## config.mk

```make
export PLATFORM = sky130hd
export DESIGN_NAME = universal_shift_register_p
export DESIGN_NICKNAME = d
export VERILOG_FILES = /design/src/rtl/universal_shift_register_p.sv
export SDC_FILE = /design/constraint.sdc
export NUM_CORES = 1
export LEC_CHECK = 0
export ABC_CLOCK_PERIOD_IN_PS = 1550
export CELL_PAD_IN_SITES_DETAIL_PLACEMENT = 1
export CELL_PAD_IN_SITES_GLOBAL_PLACEMENT = 2
export CORE_ASPECT_RATIO = 0.75
export CORE_MARGIN = 2
export CORE_UTILIZATION = 23
export DETAILED_ROUTE_END_ITERATION = 8
export PLACE_DENSITY = 0.73
export RECOVER_POWER = 100
export SLEW_MARGIN = 20
export SYNTH_ARGS = -nofsm -noshare
export SYNTH_HDL_FRONTEND = slang
export SYNTH_SLANG_ARGS = --single-unit
```

## constraint.sdc

```tcl
create_clock -name clk -period 1.55 [get_ports clk]
set_clock_uncertainty 0.2 [all_clocks]
set_input_delay 0.31 -clock clk [delete_from_list [all_inputs] [get_ports clk]]
set_output_delay 0.31 -clock clk [all_outputs]
set_load 0.02 [all_outputs]
```

## src/rtl/universal_shift_register_p.sv

```systemverilog
// Universal shift register: eight per-cycle modes while idle, plus an
// autonomous serialiser that loads a word on start and shifts it out one bit per clock.
module universal_shift_register_p #(
  parameter int WIDTH = 8,
  parameter int CNT_W = $clog2(WIDTH)
) (
  input  logic             clk,
  input  logic             clear,
  input  logic             en,
  input  logic [2:0]       mode,
  input  logic [WIDTH-1:0] p_in,
  input  logic             msb_in,
  input  logic             lsb_in,
  input  logic             start,
  input  logic             dir,
  output logic [WIDTH-1:0] p_out,
  output logic             ser_out,
  output logic             busy,
  output logic             done
);

  typedef enum logic {
    IDLE  = 1'b0,
    SHIFT = 1'b1
  } state_t;

  localparam logic [CNT_W-1:0] LAST = CNT_W'(WIDTH - 1);

  state_t                   state_p0, state_nx;
  logic        [WIDTH-1:0]  data_p0, data_nx;
  logic signed [WIDTH-1:0]  data_s;
  logic        [CNT_W-1:0]  cnt_p0, cnt_nx;
  logic                     dir_p0, dir_nx;
  logic                     done_p0, done_nx;

  assign data_s = data_p0;

  always_comb begin
    state_nx = state_p0;
    data_nx  = data_p0;
    cnt_nx   = cnt_p0;
    dir_nx   = dir_p0;
    done_nx  = 1'b0;
    unique case (state_p0)
      IDLE: begin
        if (start) begin
          data_nx  = p_in;
          dir_nx   = dir;
          cnt_nx   = '0;
          state_nx = SHIFT;
        end else if (en) begin
          unique case (mode)
            3'b000: data_nx = data_p0;
            3'b001: data_nx = {msb_in, data_p0[WIDTH-1:1]};
            3'b010: data_nx = {data_p0[WIDTH-2:0], lsb_in};
            3'b011: data_nx = p_in;
            3'b100: data_nx = {data_p0[0], data_p0[WIDTH-1:1]};
            3'b101: data_nx = {data_p0[WIDTH-2:0], data_p0[WIDTH-1]};
            3'b110: data_nx = data_s >>> 1;
            3'b111: data_nx = '0;
          endcase
        end
      end
      SHIFT: begin
        // All mode/start inputs are ignored until the last bit leaves.
        data_nx = dir_p0 ? {data_p0[WIDTH-2:0], lsb_in} : {msb_in, data_p0[WIDTH-1:1]};
        cnt_nx  = cnt_p0 + 1'b1;
        if (cnt_p0 == LAST) begin
          cnt_nx   = '0;
          state_nx = IDLE;
          done_nx  = 1'b1;
        end
      end
      default: state_nx = IDLE;
    endcase
  end

  // p0: single register stage for data, counter, latched direction and status
  always_ff @(posedge clk) begin
    if (clear) begin
      state_p0 <= IDLE;
      data_p0  <= '0;
      cnt_p0   <= '0;
      dir_p0   <= 1'b0;
      done_p0  <= 1'b0;
    end else begin
      state_p0 <= state_nx;
      data_p0  <= data_nx;
      cnt_p0   <= cnt_nx;
      dir_p0   <= dir_nx;
      done_p0  <= done_nx;
    end
  end

  assign p_out   = data_p0;
  assign busy    = (state_p0 == SHIFT);
  assign done    = done_p0;
  assign ser_out = dir_p0 ? data_p0[WIDTH-1] : data_p0[0];

endmodule
```

======== After elaboration in Yosys (flattened, before gate mapping) ========
Cells that the tools add are included.
operators by class
  equality and inequality tests ........... 12
  add/sub/neg operators ................... 1
  bitwise logic cells ..................... 1
  reductions and logical operators ........ 5
  mux-type cells .......................... 13
operators by type and width
  cell                                                              number
  8-bit case mux with 7 select lines                                1
  8-bit 2-to-1 mux                                                  3
  8-bit case mux with 2 select lines                                1
  3-bit == test (second input constant)                             5
  3-bit != test (second input constant)                             3
  3-bit by 2-bit == test with 1-bit output (second input constant)  2
  3-bit 2-to-1 mux                                                  2
  3-bit case mux with 2 select lines                                1
  1-bit 2-to-1 mux                                                  4
  2-bit AND reduction                                               2
  3-bit by 1-bit adder with 3-bit output (second input constant)    1
  3-bit by 1-bit == test with 1-bit output (second input constant)  1
  3-bit logical NOT                                                 1
  3-bit AND reduction                                               1
  2-bit != test (second input constant)                             1
  1-bit case mux with 2 select lines                                1
  2-bit OR reduction                                                1
  1-bit NOT                                                         1
word-level totals
  register bits ........................... 14
  word-level logic and storage cells ...... 38
  input bits .............................. 18
  output and inout port bits .............. 11

======== Depth between registers and ports, before layout ========
Gate-level depths: netlist of run 1.
  depth in word-level cells ............... 5
  gate-level depth with buffers ........... 6
  depth with buffers taken out ............ 5

======== Worst setup path before layout of run 1 ========
OpenSTA, ideal clock, no wires.
  path type ............................... in2reg
  from .................................... input port start
  to ...................................... register data_p0[4] (netlist: p_out[4])
  cell stages on the path ................. 5
  path buffers ............................ 1
  arrival ................................. 1,268 ps
  slack ................................... -9 ps
  data required time ...................... 1,259 ps
  setup time .............................. 91 ps
  cells stage by stage .................... buf_2 or2_1 a21oi_4 a222oi_1 a311oi_1
between the ends
  longest elaborated chain between the ends .. 2
  elaborated cells on any way between the ends .. 5
  classes of those cells .................. eq/ne (2); mux (2); reduce/logical (1)
RTL lines
  item                                                                              RTL line  RTL
  start: declaration                                                                14        input logic start,
  8-bit 2-to-1 mux / 3-bit != test (equally long branches)                          -
  8-bit case mux with 2 select lines / 2-bit AND reduction (equally long branches)  -
  end signal: assignment                                                            88        data_p0 <= data_nx;
  end: declaration                                                                  30        logic [WIDTH-1:0] data_p0, data_nx;
Parallel ways exist; a longest one is shown, timed or not.
A chain may end at the register's enable or synchronous reset.

======== Worst setup path after layout of run 1 ========
  from .................................... register state_p0 (netlist: busy)
  to ...................................... register data_p0[4] (netlist: p_out[4])
between the ends
  longest elaborated chain between the ends .. 3
  elaborated cells on any way between the ends .. 5
  classes of those cells .................. eq/ne (2); mux (1); bitwise (1); reduce/logical (1)
RTL lines
  item                                  RTL line  RTL
  start: declaration                    29        state_t state_p0, state_nx;
  start signal: assignment              87        state_p0 <= state_nx;
  1-bit NOT (no source line)            -
  3-bit != test (no source line)        -
  2-bit AND reduction (no source line)  -
Parallel ways exist; a longest one is shown, timed or not.

==> results of run 1 <==
per-stage QoR:
stage	area [um2]	setup TNS [ns]	hold slack [ns]	utilization, %	worst slack [ns]
floorplan	995	0	0.182	-	0.00512
global placement	1490	-4.86	0.328	36.3	-0.520
detailed placement	1490	-5.23	0.318	36.3	-0.632
CTS	1610	-0.0986	0.348	39.2	-0.0531
global route	1630	-0.131	0.386	39.6	-0.0765
finish	1630	-0.0514	0.338	39.6	-0.0382
placed cells by master (no fill, tap or decap), drive strengths merged, types with 2 or more instances in the layout:
master,count
buf,35
nor2,23
dfxtp,14
clkdlybuf4s50,13
a21oi,13
clkbuf,10
nand2,9
mux2i,7
dlygate4sd2,7
a311oi,6
a31oi,5
nand3b,3
nand2b,3
o21ai,3
nor3,3
mux2,3
inv,2
nor2b,2
nand3,2
nand4b,2
nor3b,2
ha,2
a41oi,2
cell type report:
cell class                      instances  area, um2
Fill cell                             508       2480
Multi-Input combinational cell        101        703
Inverter                                3       15.0
Sequential cell                        14        285
Timing Repair Buffer                   61        498
Tap cell                               55       68.8
Clock buffer                            4       55.1
how the worst max path moves through the flow:
stage | end | slack, ns | cells after the start
3_3_place_gp | p_out[4] | -0.52 | 5
4_1_cts | p_out[4] | -0.05 | 4
3_5_place_dp | p_out[4] | -0.63 | 5
2_1_floorplan | p_out[4] | 0.005 | 4
5_1_grt | p_out[4] | -0.08 | 4
6_report | p_out[4] | -0.04 | 4
flip-flops by register name, summed over array words and instances, names as in the netlist:
name,flops
cnt_p0,3
p_out,8
done,1
dir_p0,1
busy,1
report_power, final:
part	total [mW]	switching [mW]	leakage [nW]	internal (mW)
Sequential	0.406	0.0188	0.116	0.387
Clock	0.365	0.140	0.0288	0.225
Combinational	0.432	0.219	0.530	0.212
Total	1.20	0.378	0.674	0.824
synthesized netlist by cell type (all sizes together), types with 3 or more instances:
master / count / area (um2)
nor2: 23 / 88.8
dfxtp: 14 / 280
a21oi: 13 / 76.3
nand2: 9 / 33.8
buf: 7 / 35.0
mux2i: 7 / 70.1
a311oi: 6 / 52.6
a31oi: 5 / 31.3
inv: 3 / 11.3
mux2: 3 / 33.8
nand2b: 3 / 18.8
nand3b: 3 / 22.5
nor3: 3 / 15.0
o21ai: 3 / 15.0
logic make-up (layout without fill, tap and decap cells):
| logic type | Yosys count | count (layout) | synth area share (%) |
|---|---|---|---|
| compound gates | 35 | 35 | 25.9 |
| fa+ha+maj | 2 | 2 | 2.52 |
| flops | 14 | 14 | 28.2 |
| simple gates | 54 | 54 | 27.5 |
| buf+inv | 12 | 68 | 5.42 |
| mux | 10 | 10 | 10.5 |
what timing repair did:
action                     in CTS  in global routing
hold buffers                    0                  0
setup endpoints to repair      20                 12
buffers inserted                5                  3
pin swaps                       7                  7
gates resized for setup        37                 19
hold endpoints to repair        0                  0
tightest hold or removal path, cell delays in order, from the launching register on:
cell     delay (ns)
dfxtp_1        0.35
a21oi_1        0.08
nor2_1         0.08
layer usage:
metal	track usage, %	vias to the layer above
met4	0.726	0
met5	0	-
li1	-	583
met1	21.9	563
met3	3.13	2
met2	29.2	28
==> key figures, run 1 <==
CTS
  • CTS Root Cell: clkbuf_8
  • Clk slew on worst S/H paths: roughly 0.060 ns
  • CTS H-tree depth: 1
  • TritonCTS Buffers: 3
  • Clk sink count: 14
  • Worst-Skew Late Latency: around 0.25 ns
  • CTS max path bufs: 2
  • CTS tree: built

Power
  • LEAKAGE: a little under 0.7 nW
  • Overall power consumption: 1.20 mW
  • Max IR drop VDD: just over 400 uV
  • Power per cell area: 740 mW/mm2

Timing
  • Final hold violations: 0
  • Minimum clock period: between 1.5 and 2 ns
  • RSZ-0062 raised after global routing: yes
  • Slew HR: between 80% and 90%
  • Setup ws final: -0.0382 ns
  • Worst-Margin Slew: 0.290 ns
  • # setup viols final: 2
  • Period utilisation layout: 102%
  • Final Max Tran Viols: 0
  • Maximum clock rate: around 630 MHz

Critical path
  • CP endpoint kind: flip-flop
  • Crit-path cells: or2_4 -> a21oi_4 -> a222oi_1 -> a311oi_1
  • Crit-path max FO: 6
  • Crit path DAT: approximately 1.5 ns
  • Worst reg2reg endpoint: p_out[4]
  • Crit Reg-Reg Startpoint: busy
  • Critical path origin: busy
  • Worst r2r path cells: 4
  • Critical path class: flip-flop to flip-flop
  • Critical path's slowest cell: dfxtp_4
  • R2r setup slk: -0.04 ns
  • CP Launch Type: flip-flop
  • Critical Path Max Stage Delay: about 0.37 ns
  • Worst EP required: around 1.5 ns
  • CP Buf/Inv Count: 0
  • Critical path's top delay family: compound AO/OA/AOI/OAI gates

Synthesis
  • Unique masters post-synth: 34
  • Cells after Synth: 127
  • Ys Warns: 0
  • Top_reg_cell synth: dfxtp_1
  • Avg Inst Size Synth: roughly 8 um2
  • Register area share after synthesis: between 20% and 30%
  • Syn_nets: between 100 and 150
  • Post-synth EDFFs: 0
  • FFs w/ async S/R, synth: 0%
  • Synth Register Bits: 14
  • Mapped cell area: around 990 um2

Placed design
  • Post-Place Cells: around 230
  • GPL Wtd Cong: ~0.86
  • Port Buf Inserts: 28
  • Dpl hpwl: 2.93 mm

Die
  • IO Count: 29
  • Die area: 0.00486 mm2
  • Core Rows: 20
  • Die Y: between 60 and 70 um
  • Core box area: 0.00410 mm2
  • Die Span X: 79.8 um
  • Starting Density: between 20 and 25%

Status
  • Failing checks: setup timing
  • Status: complete, but fails checks

Drt
  • Vias: approximately 1,200
  • Routed wl met3: around 180 um
  • Avg Vias per Cell: ~4.9
  • Antenna viol nets, final: 0
  • Top Metal Used: met4
  • Metal2 WL: 1.84 mm
  • Post-Route WL: 3.87 mm
  • DR pass1 iterations: 4
  • Initial drt markers: 46
  • Remaining DRCs: 0
  • Met1 WL: 1.84 mm
  • Post-DR wirelength/cell: between 15 and 20 um

Global route
  • Global-route wire length before repair: approximately 6 mm
  • GRT overflow: 0
  • Largest net degree at the start of global routing: 11
  • GRT Total Usage: ~16%
  • Vias in the first global route: 1,234
  • Initial antenna violation count: 0

Finish
  • P&R area growth vs syn: 63.8%
  • Diode count: 0
  • Final #Nets: about 200
  • Share of cells above drive strength 1: around 36%
  • Finished Layout Cells: 238

Worst hold path
  • Hold crit path type: flip-flop to flip-flop
  • WHS Endpoint: cnt_p0[0]
  • HP Start: cnt_p0[0]
  • WHS Path Cells: 2

Run
  • Max-cap violations: 0
Note: power is estimated with default switching activity, not from simulation.
==> run 2: changes to the inputs <==
--- a/config.mk
+++ b/config.mk
@@ -5,7 +5,6 @@
 export SDC_FILE = /design/constraint.sdc
 export NUM_CORES = 1
 export LEC_CHECK = 0
-export ABC_CLOCK_PERIOD_IN_PS = 1550
 export CELL_PAD_IN_SITES_DETAIL_PLACEMENT = 1
 export CELL_PAD_IN_SITES_GLOBAL_PLACEMENT = 2
 export CORE_ASPECT_RATIO = 0.75
==> results of run 2 <==
No change in the layout: final DEF, timing and power equal those of run 1.
==> run 3: changes to the inputs <==
--- a/config.mk
+++ b/config.mk
@@ -10,6 +10,7 @@
 export CORE_ASPECT_RATIO = 0.75
 export CORE_MARGIN = 2
 export CORE_UTILIZATION = 23
+export CTS_CLUSTER_SIZE = 10
 export DETAILED_ROUTE_END_ITERATION = 8
 export PLACE_DENSITY = 0.73
 export RECOVER_POWER = 100
==> results of run 3 <==
No change in the layout: final DEF, timing and power equal those of run 1.
